===== src/rtl/uart_tx_frame_ctrl.sv =====
// UART transmit frame engine: start + DATA_WIDTH data bits (LSB first) + optional parity + 1/2 stop bits.
// Optional break generation is compiled in with `define UART_TX_BREAK_EN.
module uart_tx_frame_ctrl #(
  parameter int DATA_WIDTH   = 8,
  parameter int CLKS_PER_BIT = 16,
  parameter int BREAK_BITS   = 12
) (
  input  logic                  CLK,
  input  logic                  RST,
  input  logic [DATA_WIDTH-1:0] P_DATA,
  input  logic                  DATA_VALID,
  input  logic                  PAR_EN,
  input  logic                  PAR_TYP,
  input  logic                  STOP2,
`ifdef UART_TX_BREAK_EN
  input  logic                  BREAK_REQ,
`endif
  output logic                  TX_OUT,
  output logic                  BUSY,
  output logic                  DONE
);

  localparam int CNT_W = $clog2(CLKS_PER_BIT + 1);
  localparam int IDX_W = $clog2(DATA_WIDTH + 1);
  localparam logic [CNT_W-1:0] CNT_LAST = CNT_W'(CLKS_PER_BIT - 1);
  localparam logic [IDX_W-1:0] IDX_LAST = IDX_W'(DATA_WIDTH - 1);

  localparam logic [2:0] S_IDLE     = 3'd0;
  localparam logic [2:0] S_START    = 3'd1;
  localparam logic [2:0] S_DATA     = 3'd2;
  localparam logic [2:0] S_PARITY   = 3'd3;
  localparam logic [2:0] S_STOP1    = 3'd4;
  localparam logic [2:0] S_STOP2    = 3'd5;
`ifdef UART_TX_BREAK_EN
  localparam logic [2:0] S_BREAK    = 3'd6;
  localparam logic [2:0] S_BRK_STOP = 3'd7;
  localparam int BRK_W = $clog2(BREAK_BITS + 1);
  localparam logic [BRK_W-1:0] BRK_LAST = BRK_W'(BREAK_BITS - 1);
  logic [BRK_W-1:0] brk_cnt;
`endif

  logic [2:0]            state;
  logic [CNT_W-1:0]      clk_cnt;
  logic [IDX_W-1:0]      bit_idx;
  logic [DATA_WIDTH-1:0] data_q;
  logic                  par_en_q;
  logic                  stop2_q;
  logic                  par_q;
  logic                  bit_end;

  assign bit_end = (clk_cnt == CNT_LAST);

  always_ff @(posedge CLK) begin
    if (RST) begin
      state    <= S_IDLE;
      clk_cnt  <= '0;
      bit_idx  <= '0;
      data_q   <= '0;
      par_en_q <= 1'b0;
      stop2_q  <= 1'b0;
      par_q    <= 1'b0;
      TX_OUT   <= 1'b1;
      BUSY     <= 1'b0;
      DONE     <= 1'b0;
`ifdef UART_TX_BREAK_EN
      brk_cnt  <= '0;
`endif
    end else begin
      DONE <= 1'b0;
      if (state == S_IDLE) begin
        clk_cnt <= '0;
        bit_idx <= '0;
        TX_OUT  <= 1'b1;
`ifdef UART_TX_BREAK_EN
        if (BREAK_REQ) begin
          state   <= S_BREAK;
          brk_cnt <= '0;
          TX_OUT  <= 1'b0;
          BUSY    <= 1'b1;
        end else
`endif
        if (DATA_VALID) begin
          data_q   <= P_DATA;
          par_en_q <= PAR_EN;
          stop2_q  <= STOP2;
          par_q    <= PAR_TYP ? ~^P_DATA : ^P_DATA;
          state    <= S_START;
          TX_OUT   <= 1'b0;
          BUSY     <= 1'b1;
        end
      end else if (!bit_end) begin
        clk_cnt <= clk_cnt + 1'b1;
      end else begin
        clk_cnt <= '0;
        // Data word is shifted out of its latch, so the next bit is always data_q[0].
        case (state)
          S_START: begin
            state  <= S_DATA;
            TX_OUT <= data_q[0];
            data_q <= data_q >> 1;
          end
          S_DATA: begin
            if (bit_idx == IDX_LAST) begin
              bit_idx <= '0;
              if (par_en_q) begin
                state  <= S_PARITY;
                TX_OUT <= par_q;
              end else begin
                state  <= S_STOP1;
                TX_OUT <= 1'b1;
              end
            end else begin
              bit_idx <= bit_idx + 1'b1;
              TX_OUT  <= data_q[0];
              data_q  <= data_q >> 1;
            end
          end
          S_PARITY: begin
            state  <= S_STOP1;
            TX_OUT <= 1'b1;
          end
          S_STOP1: begin
            if (stop2_q) begin
              state <= S_STOP2;
            end else begin
              state <= S_IDLE;
              BUSY  <= 1'b0;
              DONE  <= 1'b1;
            end
          end
          S_STOP2: begin
            state <= S_IDLE;
            BUSY  <= 1'b0;
            DONE  <= 1'b1;
          end
`ifdef UART_TX_BREAK_EN
          // Break holds low for at least BREAK_BITS bit times, then whole bits while requested.
          S_BREAK: begin
            if (brk_cnt != BRK_LAST) begin
              brk_cnt <= brk_cnt + 1'b1;
            end else if (!BREAK_REQ) begin
              state  <= S_BRK_STOP;
              TX_OUT <= 1'b1;
            end
          end
          S_BRK_STOP: begin
            state  <= S_IDLE;
            BUSY   <= 1'b0;
            TX_OUT <= 1'b1;
          end
`endif
          default: begin
            state  <= S_IDLE;
            BUSY   <= 1'b0;
            TX_OUT <= 1'b1;
          end
        endcase
      end
    end
  end

endmodule


===== config.mk =====
export PLATFORM = sky130hd
export DESIGN_NAME = uart_tx_frame_ctrl
export DESIGN_NICKNAME = d
export VERILOG_FILES = /design/src/rtl/uart_tx_frame_ctrl.sv
export SDC_FILE = /design/constraint.sdc
export NUM_CORES = 1
export LEC_CHECK = 0
export ABC_AREA = 1
export CAP_MARGIN = 20
export CORE_AREA = 2 2 57 59
export DETAILED_ROUTE_END_ITERATION = 12
export DIE_AREA = 0 0 59 61
export GPL_TIMING_DRIVEN = 0
export PLACE_DENSITY = 0.72
export SETUP_SLACK_MARGIN = 0.3
export SKIP_CTS_REPAIR_TIMING = 1
export SLEW_MARGIN = 20
export SYNTH_ARGS = -nofsm -noshare
export SYNTH_HDL_FRONTEND = slang
export SYNTH_SLANG_ARGS = --single-unit

===== constraint.sdc =====
create_clock -name CLK -period 1.55 [get_ports CLK]
set_input_delay 0.3875 -clock CLK [delete_from_list [all_inputs] [get_ports CLK]]
set_output_delay 0.3875 -clock CLK [all_outputs]
set_load 0.02 [all_outputs]

---- After elaboration in Yosys (flattened, before gate mapping) ----
Cells that the tools add are included.
storage, ports and cells
  register bits ........................... 26
  bits of input ports ..................... 14
  output and inout port bits .............. 3
  word-level logic and storage cells ...... 69
operators by class
  $add $sub $neg .......................... 2
  equal/unequal tests ..................... 13
  mux-type cells .......................... 27
  bitwise operators ....................... 1
  reductions and logical operators ........ 16
operator list
  kind                                                                      number
  8-bit two-way mux                                                         4
  3-bit two-way mux                                                         6
  8-bit one-hot mux with 2 select lines                                     1
  3-bit one-hot mux with 4 select lines                                     1
  1-bit two-way mux                                                         11
  3-bit inequality test (second input constant)                             3
  3-bit OR reduction                                                        3
  4-bit AND reduction                                                       2
  8-bit XNOR reduction                                                      1
  8-bit XOR reduction                                                       1
  3-bit by 2-bit equality test with 1-bit output (second input constant)    2
  3-bit equality test (second input constant)                               2
  2-bit AND reduction                                                       3
  5-bit by 1-bit adder with 5-bit output (second input constant)            1
  5-bit by 4-bit equality test with 1-bit output (second input constant)    1
  4-bit by 1-bit adder with 4-bit output (second input constant)            1
  4-bit by 3-bit equality test with 1-bit output (second input constant)    1
  4-bit two-way mux                                                         1
  2-bit by 1-bit inequality test with 1-bit output (second input constant)  2
  1-bit one-hot mux with 2 select lines                                     2
  2-bit OR reduction                                                        2
  3-bit by 1-bit equality test with 1-bit output (second input constant)    1
  3-bit logical NOT                                                         1
  1-bit one-hot mux with 3 select lines                                     1
  5 further kinds                                                           5

---- Logic depth before layout (Yosys ltp) ----
Gate-level depths: netlist of run 1.
  depth after elaboration ................. 5
  depth in mapped cells ................... 13
  depth with buffers taken out ............ 13

---- Worst setup path after synthesis of run 1 ----
No wires, ideal clock.
  kind .................................... reg2reg
  start ................................... register clk_cnt[0]
  end ..................................... register data_q[4]
  library setup time ...................... 116 ps
  arrival ................................. 1345 ps
  data required time ...................... 1434 ps
  setup slack ............................. 89 ps
  cell stages (with the launch flop) ...... 13
  path buffers ............................ 0
  clock period less this slack ............ 1461 ps
  cells stage by stage .................... dfxtp_1 -> ha_1 -> nand2_1 -> nor2_1 -> ha_1 -> inv_1 -> nand2_4 -> nand2_4 -> inv_2 -> nand2_4 -> inv_4 -> nor2_1 -> nor2_1
between the ends
  cells in the longest elaborated chain, start to end .. 3
ends and longest elaborated chain
  what                                            RTL line  text
  start: declaration                              43        logic [CNT_W-1:0] clk_cnt;
  start signal: assignment                        92        clk_cnt <= clk_cnt + 1'b1;
  5-bit by 4-bit equality test with 1-bit output  51        assign bit_end = (clk_cnt == CNT_LAST);
  2-bit nonzero test (no source line)             -
  4-bit AND reduction (no source line)            -
  end signal: assignment                          100       data_q <= data_q >> 1;
  end signal: assignment                          115       data_q <= data_q >> 1;
  end: declaration                                45        logic [DATA_WIDTH-1:0] data_q;
Every way passes these cells.
A chain may end at the register's enable or synchronous reset.

---- Final worst setup path of run 1 ----
  start ................................... register clk_cnt[0]
  end ..................................... register data_q[7]
The elaborated chain is that of the path after synthesis.

==> results.json, run 1 <==
{
  "status": "complete, no violations",
  "synth_compound_gate_area_share_pct": 13.59,
  "dp_hpwl_um": 2111,
  "clock-sinks": 26,
  "finalWirelength_um": 2921,
  "relSlewSlack_pct": 75.73,
  "io_pins": 17,
  "syn-mean-instance-area_um2": 6.741,
  "grt_pass1_wl_um": 4892,
  "setup_viol": 0,
  "met3_length_um": 93,
  "rsz0062_at_grt": "yes",
  "gr-total-overflow": 0,
  "htree_num_levels": 1,
  "nets": 250,
  "timing.final.ws_setup_ns": 0.08390,
  "syn_inst": 209,
  "avgRoutedWirePerCell_um": 11.02,
  "drt_iter0_markers": 47,
  "synth-seq-cells": 26,
  "hold_viol": 0,
  "cts_buffers": 3,
  "first_global_vias": 1217,
  "synthesis.area_um2": 1409,
  "yosys.area.top_type": "dfxtp_1",
  "start_kind": "register",
  "area_delta_synth_final_pct": 28.42,
  "layout.cells.non_filler": 265,
  "core.rowCount": 20,
  "critical_path.endpoint_type": "register",
  "die_h_um": 61,
  "wl_met2_um": 1462,
  "fmax_mhz": 682.1,
  "dpl.cell_count": 258,
  "yosys.area_share.simple_pct": 35.26,
  "gp_congestion": 0.9210,
  "n_fill_cell": 290,
  "cts_root_buf": "clkbuf_4",
  "wl_met1_um": 1317,
  "finalMaxSlewViolations": 0,
  "yosys-mux-area-fraction_pct": 0,
  "arrival_ns": 1.71,
  "drive_gt1_share_pct": 24.57,
  "tightest_slew_ns": 0.3549,
  "top_layer_used": "met4",
  "synth_cell_types": 27,
  "initial_core_util_pct": 47.71,
  "grt_use_total_pct": 17.59,
  "multi_input_area_um2": 897.1,
  "via_count": 1353,
  "grt_start_max_net_pins": 15,
  "postRouteAntennaNets": 0,
  "p_leak_nw": 0.8172,
  "drc": 0,
  "finalClockSkew_ns": 0.01145,
  "syn-num-nets": 226,
  "synth-adder-area-share_pct": 2.664,
  "post-route-period-util_pct": 94.59,
  "synth_top_area_share_pct": 36.94,
  "min_period_ns": 1.466,
  "synth_top_family_by_area": "simple AND/OR/NAND/NOR gates",
  "cts.clk_slew.worst_paths_ns": 0.15,
  "seq_area_um2": 528.0,
  "io_buffers": 16,
  "via_per_inst": 5.106,
  "preCtsSetupSlack_ns": -0.1727,
  "core_area_um2": 2953,
  "clkLatencyLatePin_ns": 0.32,
  "synth_xor_area_share_pct": 3.108,
  "dieArea_um2": 3599,
  "antenna_found_initial": 0,
  "power_density_nw_per_um2": 1535,
  "hold_path.class": "primary input to register",
  "synth_area_leaders": "dfxtp_1, nand2_1, nor2_1",
  "drv_cap": 0,
  "path_class": "register to register",
  "cts_tree": "done",
  "peakVddDrop_uv": 627.0,
  "power.total_w": 0.002777,
  "yosysSeqAreaShare_pct": 36.94,
  "critPathRequiredTime_ns": 1.79,
  "synth_warnings": 0,
  "clock_path_buffers": 2,
  "die_w_um": 59,
  "antenna_cells": 0,
  "dr.pass1.iters": 4,
  "crit_path_max_fanout": 5
}
-- sequential cells by signal, summed over array words and instances, names as in the netlist --
signal,cells
bit_idx,4
state,3
par_q,1
par_en_q,1
data_q,8
stop2_q,1
BUSY,1
TX_OUT,1
DONE,1
clk_cnt,5
-- worst max-delay path, cell delays in order, from the launching register on --
cell and delay (ns):
dfxtp_2 0.38, ha_4 0.14, nand2_4 0.05, nor2_4 0.09, ha_4 0.15, inv_4 0.05
nand2_4 0.06, nand2_4 0.07, inv_4 0.09, nand2_8 0.08, inv_8 0.08, nand2_2 0.04
nand2_1 0.06, nor2_1 0.04
-- worst paths after layout --
path                   start    endpoint  slack (ns)  depth (start not counted)
setup / recovery  clk_cnt[0]   data_q[7]        0.08                         13
hold / removal           RST    state[2]        0.37                          2
setup reg to reg  clk_cnt[0]   data_q[7]        0.08                         13
hold reg to reg   clk_cnt[0]  clk_cnt[0]        0.45                          1
-- logic make-up (layout without fill, tap and decap cells) --
logic type                 after synthesis  in the layout
xor gates and xnor gates                 5              5
AOI/OAI and AO/OA                       36             36
DFF                                     26             26
adders and majority gates                3              3
buffers and inverters                   30             52
and+or+nand+nor                        109            110
-- report_power, final --
| part | switching [W] | internal [W] |
|---|---|---|
| sequential | 0.000114 | 0.000833 |
| clock | 0.000204 | 0.000144 |
| combinational | 0.000936 | 0.000546 |
-- cells in the final DEF, fill, tap and decap left out, types with 2 or more instances in the layout --
cell	instances
nand2_1	47
nor2_1	29
dfxtp_1	20
inv_1	19
o21ai_0	15
clkdlybuf4s50_1	11
o21ai_1	7
dfxtp_2	6
inv_2	6
a21oi_1	6
nor2_2	6
nand3_1	5
nand2_4	4
nand2_2	4
nor2_4	3
inv_4	3
o21ai_2	3
xor2_1	3
nand3_2	3
clkbuf_4	3
nand3_4	2
nor3b_2	2
buf_4	2
nor3_1	2
xnor2_1	2
o21a_1	2
nand4_1	2
ha_4	2
dlymetal6s2s_1	2
buf_6	2
-- cell type report --
cell class                      instances  area share (%)
Sequential cell                        26           29.18
Timing Repair inverter                  1          0.3458
Tap cell                               33           2.282
Inverter                               28           6.501
Multi-Input combinational cell        154           49.58
Timing Repair Buffer                   17           9.405
Clock buffer                            4           2.006
Buffer                                  2          0.6916
-- cells in the mapped netlist, drive strengths merged --
cell / n
o21a: 2
a21oi: 7
xor2: 3
nand4: 2
o21ai: 25
ha: 3
nor3b: 2
xnor2: 2
dfxtp: 26
nand3: 10
a2111oi: 1
nor2: 38
nor3: 2
buf: 2
nand2: 55
a21boi: 1
inv: 28
-- routing by layer --
metal | track usage [%] | vias up
met4 | 8.117 | 0
met2 | 31.59 | 27
met3 | 1.919 | 6
li1 | - | 709
met5 | 0 | -
met1 | 21.06 | 611
-- metrics by stage --
stage	TNS (ns)	hold slack [ns]	cell area [um^2]	util [%]
2_1_floorplan	0	0.4204	1429	-
3_3_place_gp	-2.555	0.4310	1630	55.21
3_5_place_dp	-2.352	0.4362	1630	55.21
4_1_cts	-0.3591	0.4557	1667	56.44
5_1_grt	-0.03054	0.3614	1809	61.27
6_report	0	0.3656	1809	61.27
Note: power is estimated with default switching activity, not from simulation.
==> run 2, diff against run 1 <==
--- a/config.mk
+++ b/config.mk
@@ -7,9 +7,9 @@
 export LEC_CHECK = 0
 export ABC_AREA = 1
 export CAP_MARGIN = 20
-export CORE_AREA = 2 2 57 59
+export CORE_AREA = 3 3 58 60
 export DETAILED_ROUTE_END_ITERATION = 12
-export DIE_AREA = 0 0 59 61
+export DIE_AREA = 0 0 61 63
 export GPL_TIMING_DRIVEN = 0
 export PLACE_DENSITY = 0.72
 export SETUP_SLACK_MARGIN = 0.3
==> results.json, run 2 (synthesis results as in run 1) <==
{
  "hold_viol": 0,
  "path_class": "register to register",
  "core_area_um2": 2978,
  "drive_gt1_share_pct": 29.05,
  "drv_cap": 0,
  "multi_input_area_um2": 917.1,
  "dr.pass1.iters": 4,
  "via_per_inst": 4.985,
  "hp-start": "RST",
  "start_kind": "register",
  "hold_path.class": "primary input to register",
  "io_buffers": 16,
  "dieArea_um2": 3843,
  "power_density_nw_per_um2": 1575,
  "final_core_util_pct": 65.13,
  "n_fill_cell": 261,
  "relSlewSlack_pct": 74.43,
  "grt_start_max_net_pins": 16,
  "gp_congestion": 0.9217,
  "finalMaxSlewViolations": 0,
  "reg2reg_slack_ns": 0.09,
  "antenna_cells": 0,
  "hold_path_depth": 2,
  "first_global_vias": 1137,
  "avgRoutedWirePerCell_um": 10.75,
  "p_leak_nw": 0.9592,
  "top_register": "data_q",
  "seq_area_um2": 531.8,
  "design_area_um2": 1939,
  "initial_core_util_pct": 47.31,
  "antenna_found_initial": 0,
  "reg2reg_from": "clk_cnt[0]",
  "drt_iter0_markers": 59,
  "crit_path_max_fanout": 5,
  "use_met3_pct": 4.339,
  "drc": 0,
  "clkLatencyLatePin_ns": 0.32,
  "htree_num_levels": 1,
  "place_area_um2": 1630,
  "cts_buffers": 3,
  "rsz0062_at_grt": "yes",
  "die_w_um": 61,
  "critPathRequiredTime_ns": 1.79,
  "grt_use_total_pct": 15.61,
  "io_pins": 17,
  "cts_root_buf": "clkbuf_4",
  "via_count": 1366,
  "postRouteAntennaNets": 0,
  "arrival_ns": 1.71,
  "top_regs": "data_q x8, clk_cnt x5, bit_idx x4",
  "tightest_slew_ns": 0.3739,
  "core.rowCount": 20,
  "gr-total-overflow": 0,
  "finalWirelength_um": 2946,
  "grt_pass1_wl_um": 4747,
  "dp_hpwl_um": 2075,
  "die_h_um": 63,
  "grtUsageMet2_pct": 24.87,
  "clock-sinks": 26,
  "layout_common_cells": "nand2_1, nor2_1, dfxtp_1",
  "peakVddDrop_uv": 683.7,
  "final_common_cell": "nand2_1",
  "r2r-end": "data_q[7]",
  "min_to": "state[1]",
  "largest_reg_flops": 8,
  "setup_viol": 0,
  "clock_path_buffers": 2,
  "area_delta_synth_final_pct": 37.66,
  "rr_worst_depth": 13,
  "grt_use_met1_pct": 20.73,
  "critical_path.endpoint_type": "register",
  "cts_tree": "done",
  "fmax_mhz": 684.4,
  "nets": 259,
  "finalClockSkew_ns": 0.003560,
  "min_period_ns": 1.461,
  "globalRoute.busiestLayer": "met2",
  "post-route-period-util_pct": 94.26,
  "status": "complete, no violations",
  "cts.clk_slew.worst_paths_ns": 0.14
}
==> run 2: changes by cell type in the layout (fill, tap and decap cells not counted), moves of 2 or more <==
cell / change
buf_4: +10
dlymetal6s2s_1: +8
clkdlybuf4s50_1: -7
nand2_1: -4
dfxtp_2: -3
nand2_4: +3
buf_6: -2
dfxtp_4: +2
inv_1: -2
==> run 2: layout make-up <==
| type | count | area share (%) |
|---|---|---|
| multi-input cells | 154 | 47.29 |
| flip-flops and latches | 26 | 27.42 |
| repair buffers | 26 | 13.03 |
| inverters | 28 | 6.323 |
| well taps | 33 | 2.129 |
| clock inverters | 1 | 1.548 |
| clock buffers | 3 | 1.161 |
| plain buffers | 2 | 0.7742 |
| repair inverters | 1 | 0.3226 |
==> run 2: routing by layer <==
layer  vias to the layer above  wire length (um)
li1                        729                 -
met1                       614              1382
met2                        21              1431
met3                         2               114
met4                         0                19
met5                         -                 0
==> run 2: worst max-delay path: stages (launching register included) <==
cell	delay, ns
dfxtp_2	0.38
ha_4	0.15
nand2_4	0.05
nor2_4	0.09
ha_4	0.15
inv_4	0.05
nand2_4	0.06
nand2_4	0.08
inv_6	0.08
nand2_8	0.07
inv_8	0.08
nand2_4	0.04
nand2_2	0.04
nor2_1	0.04
==> run 2: how the worst max path moves through the flow <==
stage	start	endpoint	slack (ns)	cells past startpoint
4_1_cts	BUSY	BUSY	-0.13	1
3_5_place_dp	RST	data_q[2]	-0.20	5
6_report	clk_cnt[0]	data_q[7]	0.09	13
2_1_floorplan	clk_cnt[1]	data_q[7]	0.16	13
5_1_grt	clk_cnt[0]	state[2]	-0.02	10
3_3_place_gp	RST	data_q[2]	-0.22	5
==> run 2: per-stage QoR <==
step	std cells	TNS (ns)	setup WS, ns	hold slack (ns)	total power (W)
floorplan	209	0	0.1561	0.4204	0.001833
global placement	258	-2.913	-0.2192	0.4312	0.002111
detailed placement	258	-2.882	-0.2017	0.4400	0.002121
CTS	262	-0.3882	-0.1276	0.4595	0.002586
global route	274	-0.01591	-0.01591	0.3998	0.003309
finish	274	0	0.08893	0.3930	0.003054
==> run 2: power breakdown <==
part	internal, W	total, W	switching [W]
logic	0.000660	0.00164	0.000981
registers	0.000834	0.000946	0.000112
clock network	0.000262	0.000467	0.000205
total	0.00176	0.00305	0.00130
